$ cat src/rtl/deconcatenator.sv
// Splits a framed byte stream into a byte stream and two LSB-first packed word streams.
// Optional frame-alignment checking on i_in_last: define DECONCATENATOR_FRAME_CHECK_EN.
module deconcatenator #(
  parameter int WIDTH1  = 8,
  parameter int WIDTH2  = 96,
  parameter int WIDTH3  = 96,
  parameter int LENGTH1 = 144,
  parameter int LENGTH2 = 12,
  parameter int LENGTH3 = 132
) (
  input  logic              i_clock,
  input  logic              i_reset,
  input  logic [WIDTH1-1:0] i_in_data,
  input  logic              i_in_valid,
  input  logic              i_in_last,
  output logic              o_in_ready,
  output logic [WIDTH1-1:0] o_first_data,
  output logic              o_first_valid,
  input  logic              i_first_ready,
  output logic [WIDTH2-1:0] o_second_data,
  output logic              o_second_valid,
  input  logic              i_second_ready,
  output logic [WIDTH3-1:0] o_third_data,
  output logic              o_third_valid,
  input  logic              i_third_ready,
  output logic              o_frame_error
);

  localparam int SUB2    = WIDTH2 / WIDTH1;
  localparam int SUB3    = WIDTH3 / WIDTH1;
  localparam int MAXLEN  = (LENGTH1 > LENGTH2) ? ((LENGTH1 > LENGTH3) ? LENGTH1 : LENGTH3)
                                               : ((LENGTH2 > LENGTH3) ? LENGTH2 : LENGTH3);
  localparam int MAXSUB  = (SUB2 > SUB3) ? SUB2 : SUB3;
  localparam int CW      = (MAXLEN > 1) ? $clog2(MAXLEN) : 1;
  localparam int SW      = (MAXSUB > 1) ? $clog2(MAXSUB) : 1;
  localparam int PW      = (WIDTH2 > WIDTH3) ? WIDTH2 : WIDTH3;

  typedef enum logic [1:0] {
    ST_FIRST,
    ST_SECOND,
    ST_THIRD
  } state_t;

  state_t            state_reg, state_next;
  logic [CW-1:0]     seg_cnt_reg, seg_cnt_next;
  logic [SW-1:0]     sub_cnt_reg, sub_cnt_next;
  logic [PW-1:0]     pack_reg, pack_next;
  logic [WIDTH1-1:0] first_data_reg, first_data_next;
  logic              first_valid_reg, first_valid_next;
  logic [WIDTH2-1:0] second_data_reg, second_data_next;
  logic              second_valid_reg, second_valid_next;
  logic [WIDTH3-1:0] third_data_reg, third_data_next;
  logic              third_valid_reg, third_valid_next;

  logic [WIDTH2-1:0] word2;
  logic [WIDTH3-1:0] word3;
  logic              first_free, second_free, third_free;
  logic              last_sub, seg_end, ready_state, accept;

  // Completed word: newest byte on top, earlier bytes already shifted toward bit 0.
  if (SUB2 == 1) begin : g_word2_single
    assign word2 = i_in_data;
  end else begin : g_word2_pack
    assign word2 = {i_in_data, pack_reg[WIDTH2-1:WIDTH1]};
  end

  if (SUB3 == 1) begin : g_word3_single
    assign word3 = i_in_data;
  end else begin : g_word3_pack
    assign word3 = {i_in_data, pack_reg[WIDTH3-1:WIDTH1]};
  end

  // The lowest byte of the pack register is always shifted out before it is read.
  logic unused_pack_lsb;
  assign unused_pack_lsb = ^pack_reg[WIDTH1-1:0];

  assign first_free  = !first_valid_reg  || i_first_ready;
  assign second_free = !second_valid_reg || i_second_ready;
  assign third_free  = !third_valid_reg  || i_third_ready;

  assign last_sub = ((state_reg == ST_SECOND) && (sub_cnt_reg == SW'(SUB2 - 1))) ||
                    ((state_reg == ST_THIRD)  && (sub_cnt_reg == SW'(SUB3 - 1)));
  assign seg_end  = (seg_cnt_reg == '0);

  always_comb begin
    ready_state = 1'b0;
    case (state_reg)
      ST_FIRST:  ready_state = first_free;
      ST_SECOND: ready_state = !last_sub || second_free;
      ST_THIRD:  ready_state = !last_sub || third_free;
      default:   ready_state = 1'b0;
    endcase
  end

  assign o_in_ready = !i_reset && ready_state;
  assign accept     = i_in_valid && o_in_ready;

`ifdef DECONCATENATOR_FRAME_CHECK_EN
  logic frame_error_reg, frame_error_next;
  logic frame_final;
  assign frame_final   = (state_reg == ST_THIRD) && seg_end;
  assign o_frame_error = frame_error_reg;
`else
  logic unused_in_last;
  assign unused_in_last = i_in_last;
  assign o_frame_error  = 1'b0;
`endif

  always_comb begin
    state_next        = state_reg;
    seg_cnt_next      = seg_cnt_reg;
    sub_cnt_next      = sub_cnt_reg;
    pack_next         = pack_reg;
    first_data_next   = first_data_reg;
    second_data_next  = second_data_reg;
    third_data_next   = third_data_reg;
    // Drain happens first; a load in the same cycle overrides it below.
    first_valid_next  = first_valid_reg  && !i_first_ready;
    second_valid_next = second_valid_reg && !i_second_ready;
    third_valid_next  = third_valid_reg  && !i_third_ready;
`ifdef DECONCATENATOR_FRAME_CHECK_EN
    frame_error_next  = 1'b0;
`endif

    if (accept) begin
      case (state_reg)
        ST_FIRST: begin
          first_data_next  = i_in_data;
          first_valid_next = 1'b1;
          if (seg_end) begin
            state_next   = ST_SECOND;
            seg_cnt_next = CW'(LENGTH2 - 1);
          end else begin
            seg_cnt_next = seg_cnt_reg - CW'(1);
          end
        end
        ST_SECOND: begin
          pack_next = PW'(word2);
          if (last_sub) begin
            second_data_next  = word2;
            second_valid_next = 1'b1;
            sub_cnt_next      = '0;
          end else begin
            sub_cnt_next = sub_cnt_reg + SW'(1);
          end
          if (seg_end) begin
            state_next   = ST_THIRD;
            seg_cnt_next = CW'(LENGTH3 - 1);
            sub_cnt_next = '0;
          end else begin
            seg_cnt_next = seg_cnt_reg - CW'(1);
          end
        end
        ST_THIRD: begin
          pack_next = PW'(word3);
          if (last_sub) begin
            third_data_next  = word3;
            third_valid_next = 1'b1;
            sub_cnt_next     = '0;
          end else begin
            sub_cnt_next = sub_cnt_reg + SW'(1);
          end
          if (seg_end) begin
            state_next   = ST_FIRST;
            seg_cnt_next = CW'(LENGTH1 - 1);
            sub_cnt_next = '0;
          end else begin
            seg_cnt_next = seg_cnt_reg - CW'(1);
          end
        end
        default: begin
          state_next   = ST_FIRST;
          seg_cnt_next = CW'(LENGTH1 - 1);
          sub_cnt_next = '0;
        end
      endcase

`ifdef DECONCATENATOR_FRAME_CHECK_EN
      // Early last: the byte is still routed, then framing restarts at byte 0.
      if (i_in_last && !frame_final) begin
        frame_error_next = 1'b1;
        state_next       = ST_FIRST;
        seg_cnt_next     = CW'(LENGTH1 - 1);
        sub_cnt_next     = '0;
        pack_next        = '0;
      end else if (frame_final && !i_in_last) begin
        frame_error_next = 1'b1;
      end
`endif
    end
  end

  always_ff @(posedge i_clock or posedge i_reset) begin
    if (i_reset) begin
      state_reg        <= ST_FIRST;
      seg_cnt_reg      <= CW'(LENGTH1 - 1);
      sub_cnt_reg      <= '0;
      pack_reg         <= '0;
      first_data_reg   <= '0;
      first_valid_reg  <= 1'b0;
      second_data_reg  <= '0;
      second_valid_reg <= 1'b0;
      third_data_reg   <= '0;
      third_valid_reg  <= 1'b0;
`ifdef DECONCATENATOR_FRAME_CHECK_EN
      frame_error_reg  <= 1'b0;
`endif
    end else begin
      state_reg        <= state_next;
      seg_cnt_reg      <= seg_cnt_next;
      sub_cnt_reg      <= sub_cnt_next;
      pack_reg         <= pack_next;
      first_data_reg   <= first_data_next;
      first_valid_reg  <= first_valid_next;
      second_data_reg  <= second_data_next;
      second_valid_reg <= second_valid_next;
      third_data_reg   <= third_data_next;
      third_valid_reg  <= third_valid_next;
`ifdef DECONCATENATOR_FRAME_CHECK_EN
      frame_error_reg  <= frame_error_next;
`endif
    end
  end

  assign o_first_data   = first_data_reg;
  assign o_first_valid  = first_valid_reg;
  assign o_second_data  = second_data_reg;
  assign o_second_valid = second_valid_reg;
  assign o_third_data   = third_data_reg;
  assign o_third_valid  = third_valid_reg;

endmodule

$ cat config.mk
export PLATFORM = sky130hd
export DESIGN_NAME = deconcatenator
export DESIGN_NICKNAME = d
export VERILOG_FILES = /design/src/rtl/deconcatenator.sv
export SDC_FILE = /design/constraint.sdc
export NUM_CORES = 1
export LEC_CHECK = 0
export ABC_AREA = 1
export CORE_MARGIN = 8
export CORE_UTILIZATION = 40
export CTS_BUF_LIST = sky130_fd_sc_hd__clkbuf_16
export CTS_CLUSTER_DIAMETER = 40
export DETAILED_ROUTE_END_ITERATION = 10
export PLACE_DENSITY = 0.72
export SLEW_MARGIN = 20
export SYNTH_ARGS = -nofsm -noshare
export SYNTH_HDL_FRONTEND = slang
export SYNTH_SLANG_ARGS = --single-unit
export TNS_END_PERCENT = 5
$ cat constraint.sdc
create_clock -name i_clock -period 27.9 [get_ports i_clock]
set_input_delay 4.185 -clock i_clock [delete_from_list [all_inputs] [get_ports i_clock]]
set_output_delay 4.185 -clock i_clock [all_outputs]
set_load 0.02 [all_outputs]
---- Yosys cells after proc, flatten, opt, wreduce, memory -nomap -nowiden ----
Cells that the tools add are included.
operators by class
  add/sub/neg operators ................... 2
  equal/unequal tests ..................... 6
  muxes and demuxes ....................... 20
  bitwise gates (word level) .............. 1
  reductions and logical operators ........ 30
operators by type and width
  cell                                                 count
  2-to-1 mux 8 bit                                     3
  one-hot mux 8 bit (3 select lines)                   1
  zero test 1 bit                                      8
  zero test 8 bit                                      1
  2-to-1 mux 1 bit                                     8
  2-to-1 mux 4 bit                                     2
  one-hot mux 4 bit (2 select lines)                   1
  subtractor 8 x 1 -> 8 bit, second input constant     1
  logical AND 1 bit                                    7
  logical OR 1 bit                                     6
  2-to-1 mux 2 bit                                     3
  inequality test 2 bit, second input constant         3
  one-hot mux 2 bit (3 select lines)                   1
  AND reduction 2 bit                                  3
  AND reduction 3 bit                                  2
  adder 4 x 1 -> 4 bit, second input constant          1
  equality test 4 bit, second input constant           1
  AND reduction 4 bit                                  1
  one-hot mux 1 bit (3 select lines)                   1
  equality test 2 x 1 -> 1 bit, second input constant  1
  equality test 2 bit, second input constant           1
  zero test 2 bit                                      1
  OR reduction 2 bit                                   1
  NOT 1 bit                                            1
storage, ports and cells
  flip-flop bits (word level) ............. 313
  input bits .............................. 15
  output and inout bits ................... 205
  logic and storage cells ................. 69

---- Logic depth before layout (Yosys ltp) ----
Gate-level depths: netlist of the first run.
  depth in word-level cells ............... 9
  mapped depth ............................ 13
  gate-level depth less buffers ........... 13

---- Least setup slack after synthesis of the first run ----
Ideal clock, no wire load.
  path kind ............................... input to output
  start ................................... input port i_reset
  end ..................................... output port o_in_ready
  arrival time ............................ 4.829 ns
  data required time ...................... 23.715 ns
  setup slack ............................. 18.886 ns
  stages .................................. 3
  buffers on the path ..................... 0
  cells stage by stage .................... nor2_2 nand2_1 inv_1
between the ends
  cells in the longest elaborated chain, start to end .. 2
RTL lines
  element                           RTL line  text
  start, declared                   12        input logic i_reset,
  zero test 1 bit (no source line)  --
  logical AND 1 bit                 95        assign o_in_ready = !i_reset && ready_state;
  end, declared                     16        output logic o_in_ready,
No other way between the ends.

---- Worst setup path in the final report of the first run ----
Same ends and word-level chain as after synthesis.

==> results of run 1 <==
power by group through the flow:
stage,clock (uW),combinational [uW],sequential (uW)
floorplan,0,131,509
detailed placement,0,184,505
finish,509,181,498
global route,540,207,504
global placement,0,181,504
CTS,522,185,498
per-stage QoR:
stage	util	hold WS [ps]	worst slack, ps	cell area [um^2]
floorplan	-	453.0	15290	12190
global placement	0.4734	465.5	17730	14330
detailed placement	0.4734	466.8	17700	14330
CTS	0.5183	480.5	17700	15690
global route	0.5192	497.3	17630	15720
finish	0.5192	476.6	17710	15720
cell families (layout without fill, tap and decap cells):
| kind of cell | count (synthesis) | in the layout | share of synthesized area |
|---|---|---|---|
| flip-flops | 305 | 305 | 0.6269 |
| other | 1 | 1 | 0.0003077 |
| AO/OA/AOI/OAI | 306 | 306 | 0.1471 |
| XOR/XNOR | 4 | 4 | 0.002876 |
| adder cells (fa/ha/maj) | 7 | 7 | 0.007187 |
| AND/OR/NAND/NOR | 389 | 389 | 0.1298 |
| buffers and inverters | 187 | 421 | 0.08584 |
worst reg2reg max path: cells and delay by family (launching register included):
family                   cells  cell delay, ps
AO/OA/AOI/OAI                1             130
AND/OR/NAND/NOR              7             780
buffers and inverters        3            1790
flip-flops                   1             410
adder cells (fa/ha/maj)      1             340
cells in the final DEF (no fill, tap or decap):
cell and n:
nand3_1 14, clkinvlp_4 3, nor2_2 3, buf_12 1
a21oi_1 2, inv_8 3, dfstp_2 5, o31ai_1 1
nand4_2 1, xnor2_1 2, dfrtp_1 300, nor2_1 15
xor2_1 2, clkinv_1 4, clkinv_8 1, inv_1 123
clkinv_4 4, clkinv_2 9, o21ai_2 68, o2111ai_1 1
o21ai_0 81, conb_1 1, o21ai_1 153, bufinv_16 3
clkbuf_16 43, nand4_4 3, nand4_1 10, clkdlybuf4s50_1 217
buf_4 6, inv_2 1, ha_1 7, buf_16 1
inv_6 2, nand2_4 1, nand2_1 341, nand2_2 1
worst paths after layout:
path                                          start                       endpoint  cells past startpoint
max                                         i_reset                     o_in_ready                      5
min                        pack_reg[41]$_DFFE_PP0P_       pack_reg[41]$_DFFE_PP0P_                      2
max reg2reg                state_reg[0]$_DFFE_PP0P_  o_second_data[54]$_DFFE_PP0P_                     12
min reg2reg                pack_reg[41]$_DFFE_PP0P_       pack_reg[41]$_DFFE_PP0P_                      2
max in group asynchronous                   i_reset  o_second_data[45]$_DFFE_PP0P_                      3
min in group asynchronous                   i_reset        o_first_valid$_DFF_PP0_                      2
layout make-up:
cell class | instances | area [um^2]
Fill cell | 2736 | 14550
Sequential cell | 305 | 7639
Multi-Input combinational cell | 707 | 3501
Timing Repair Buffer | 225 | 2265
Clock buffer | 43 | 1076
Tap cell | 396 | 495.5
Inverter | 120 | 457.9
Clock inverter | 33 | 282.8
per-layer routing:
layer | track usage | up-vias | wire length (um)
met5 | 0 | - | 0
met4 | 0.04594 | 0 | 617
met3 | 0.04170 | 49 | 2145
met2 | 0.2538 | 238 | 13570
met1 | 0.2080 | 4250 | 12580
li1 | - | 4265 | -
==> qor.txt, run 1 <==
DP Cell Count: 1752
Most used DFF post-synth: dfrtp_1
Switching share of total power: 0.2899
Max-slew violation count: 0
Commonest cells post-synth: 341 x nand2_1, 300 x dfrtp_1, 153 x o21ai_1
Critical path's slowest cell: clkdlybuf4s50_1
Area contributors post-synth: dfrtp_1 62%, nand2_1 11%, o21ai_1 6.3%, o21ai_2 4.9%, inv_1 3.7%
Nets@finish: 1422
Internal: 844.2 uW
Post-synth top area share: 0.6161
Required @ worst endpoint: 23720 ps
CP Launch Type: input port
Clock Pin Slew Worst Setup and Hold Paths: 50 ps
Worst slew pin tran: 990.5 ps
Syn_nets: 1221
Gate Count Post-Synth: 1199
Post-route ant nets: 0
Count leader, synth: nand2_1
Slew HR: 0.3396
Leak: 0.006859 uW
Clock Path Buffers: 3
Avg WL per Cell: 15.81 um
Initial core utilization: 0.4026
Total Power: 1189 uW
Post-synth EDFFs: 0
Clock Power Share: 0.428
DRC viols: 0
Cts-stage hold buffer count: 0
Post-synthesis sequential element count: 305
Clock tree sinks: 305
Setup Crit Path Kind: input port to primary output
Diode count: 0
CTS resizes: 0
Synth Cell Area: 0.01219 mm^2
IO Port Bufs: 217
Clock Skews: 20.48 ps
Number of cell rows: 64
Area delta synth->final: 28.98%
Crit-path leading delay family: buffers and inverters
Crit path cell chain: clkdlybuf4s50_1, nor2_2, nand2_1, inv_1, clkdlybuf4s50_1
Total Die Area: 0.03631 mm^2
CTS tree: done
Pwr Density: 75.64 mW/mm^2
Initial antenna violation count: 0
Insertion delay to the later sink of the worst-skew pair: 520 ps
Max incr delay on CP: 610 ps
Setup TNS: 0 ps
Aggregate routed wire length: 28.91 mm
Sequential area share after synthesis: 0.6269
Total CTS buffers: 41
Critical path buffers and inverters: 3
Post-detail-place hpwl: 19.32 mm
Gr usage total: 0.1580
Area leader, netlist: dfrtp_1
H-tree depth: 2
Root buffer cell: clkbuf_16
Fin cells: 1829
Hold Vio Cnt, Final: 0
Minimum clock period: 10190 ps
Share of cells above drive strength 1: 0.1110
Status: finished clean
Chip Height: 190.5 um
Crit end category: primary output
Yosys warnings: 0
Logic pwr share: 0.152
Final period util: 0.3652
RSZ-0062 raised after global routing: no
Largest net degree at the start of global routing: 174
Total grt overflow: 0
Hold WC Path Type: flop to flop
Crit path DAT: 6000 ps
Reg2reg setup slack: 24380 ps
First-pass GRT wire length: 47.14 mm
Switch Pwr: 344.6 uW
Sequential fraction of design power: 0.419
Max_cap viols: 0
FFs w/ async S/R, synth: 1.000
Via count: 8802
Final setup vio count: 0
Vias in the first global route: 8725
Postcts setup bufs: 0
Maximum vdd drop: 0.04582 mV
1st-pass router iterations: 7
Die width: 190.5 um
Worst Path Max Fanout: 7
Synthesized area per cell: 10.16 um^2
Yosys cell types: 27
Num ports: 220
Fmax: 98.16 MHz
Most common cell on crit path: clkdlybuf4s50_1
DR vias/cell: 4.812
Initial DRC Count: 661
Core area: 0.03027 mm^2
RePlAce Congestion: 0.8850
No activity file was read; power rests on OpenSTA's default activity.
==> inputs of run 2 (changes only) <==
==> constraint.sdc (replaced) <==
create_clock -name i_clock -period 9.9 [get_ports i_clock]
set_input_delay 1.485 -clock i_clock [delete_from_list [all_inputs] [get_ports i_clock]]
set_output_delay 1.485 -clock i_clock [all_outputs]
set_load 0.02 [all_outputs]
==> qor.txt, run 2 (synthesis gave the netlist of run 1 again) <==
Largest net degree at the start of global routing: 104
Postcts setup bufs: 0
Core area: 0.03027 mm^2
CP Launch Type: input port
Clock Skews: 13.60 ps
Avg WL per Cell: 15.88 um
Initial antenna violation count: 0
Minimum clock period: 4721 ps
Crit end category: primary output
Critical path buffers and inverters: 3
Clock tree sinks: 305
Total Die Area: 0.03631 mm^2
Total Power: 3466 uW
FF-to-FF path depth: 12
Global-route met3 utilization: 0.05230
Diode count: 0
Most common cell on crit path: clkdlybuf4s50_1
H-tree depth: 2
Gr usage total: 0.1601
Final setup vio count: 0
CTS tree: done
Nets@finish: 1426
DR vias/cell: 4.745
Fmax: 211.8 MHz
Commonest non-fill, non-tap cells in the layout: 341 x nand2_1, 300 x dfrtp_1, 217 x clkdlybuf4s50_1
Status: finished clean
RSZ-0062 raised after global routing: no
Worst slew pin tran: 1088 ps
Num ports: 220
Chip Height: 190.5 um
Total grt overflow: 0
Number of cell rows: 64
Clock Path Buffers: 3
Clock Pin Slew Worst Setup and Hold Paths: 50 ps
Internal: 2493 uW
Crit path cell chain: clkdlybuf4s50_1, nor2_2, nand2_1, inv_1, clkdlybuf4s50_1
Aggregate routed wire length: 29.10 mm
Post-detail-place hpwl: 19.82 mm
Via count: 8692
Slew HR: 0.2746
Switch Pwr: 973.2 uW
Vias in the first global route: 8952
Total CTS buffers: 43
Initial core utilization: 0.4026
Final period util: 0.4769
Required @ worst endpoint: 8420 ps
Worst Path Max Fanout: 7
Worst hold slack: 477.8 ps
Max incr delay on CP: 600 ps
Met1 usage: 0.1997
Sequential fraction of design power: 0.406
Hold path depth: 2
Leak: 0.006899 uW
First-pass GRT wire length: 47.62 mm
Busiest grt layer: met2
Area delta synth->final: 29.85%
DRC viols: 0
Max_cap viols: 0
Crit-path leading delay family: buffers and inverters
Most common cell after layout, fill and taps aside: nand2_1
1st-pass router iterations: 5
CTS resizes: 0
Hold WC Path Type: flop to flop
Critical path's slowest cell: clkdlybuf4s50_1
Root buffer cell: clkbuf_16
Clock Power Share: 0.446
Hold Vio Cnt, Final: 0
Logic pwr share: 0.148
Crit. path cell count: 5
Pwr Density: 219.1 mW/mm^2
Setup TNS: 0 ps
Initial DRC Count: 677
IO Port Bufs: 217
Cts-stage hold buffer count: 0
Maximum vdd drop: 0.1038 mV
Setup Crit Path Kind: input port to primary output
RePlAce Congestion: 0.8596
Met2 usage: 0.2629
Insertion delay to the later sink of the worst-skew pair: 510 ps
Post-route ant nets: 0
Crit path DAT: 3240 ps
Max-slew violation count: 0
Switching share of total power: 0.2807
Die width: 190.5 um
Share of cells above drive strength 1: 0.1142
## run 2: final cells by class
cell class	instances	area, um^2
flip-flops and latches	305	7639
fillers	2713	14450
well taps	396	495.5
clock buffers	45	1126
repair buffers	227	2255
inverters	120	454.2
clock inverters	32	352.8
multi-input cells	707	3501
## run 2: metrics by stage
| step | cells | util | area, um^2 | setup WS, ps |
|---|---|---|---|---|
| after CTS | 1832 | 0.5225 | 15820 | 5162 |
| after global placement | 1755 | 0.4736 | 14340 | 5160 |
| after detailed placement | 1755 | 0.4736 | 14340 | 5164 |
| after floorplan | 1199 | - | 12190 | 4362 |
| after global routing | 1832 | 0.5227 | 15820 | 5095 |
| final | 1832 | 0.5227 | 15820 | 5179 |
## run 2: path summary, 6_finish.rpt
kind | slack, ps | endpoint | startpoint
max | 5180 | o_in_ready | i_reset
min | 480 | pack_reg[41]$_DFFE_PP0P_ | pack_reg[41]$_DFFE_PP0P_
max reg2reg | 6300 | o_third_data[66]$_DFFE_PP0P_ | state_reg[0]$_DFFE_PP0P_
min reg2reg | 480 | pack_reg[41]$_DFFE_PP0P_ | pack_reg[41]$_DFFE_PP0P_
max in group asynchronous | 6590 | pack_reg[38]$_DFFE_PP0P_ | i_reset
min in group asynchronous | 1410 | o_second_data[89]$_DFFE_PP0P_ | i_reset
## run 2: worst min-delay path, delay by kind of cell, from the launching register on
family          cells  cell delay (ps)
compound gates      1               50
flops               1              330
simple gates        1               60
## run 2: metal layers
| metal | vias to the layer above | wire length (um) |
|---|---|---|
| li1 | 4264 | - |
| met1 | 4146 | 12450 |
| met5 | - | 0 |
| met4 | 0 | 533 |
| met2 | 238 | 13530 |
| met3 | 44 | 2586 |
## run 2: power groups by stage
stage | clock, uW | combinational, uW | sequential [uW]
after global placement | 0 | 508 | 1420
after global routing | 1640 | 582 | 1420
final | 1550 | 513 | 1410
after CTS | 1590 | 520 | 1410
after floorplan | 0 | 369 | 1430
after detailed placement | 0 | 519 | 1430
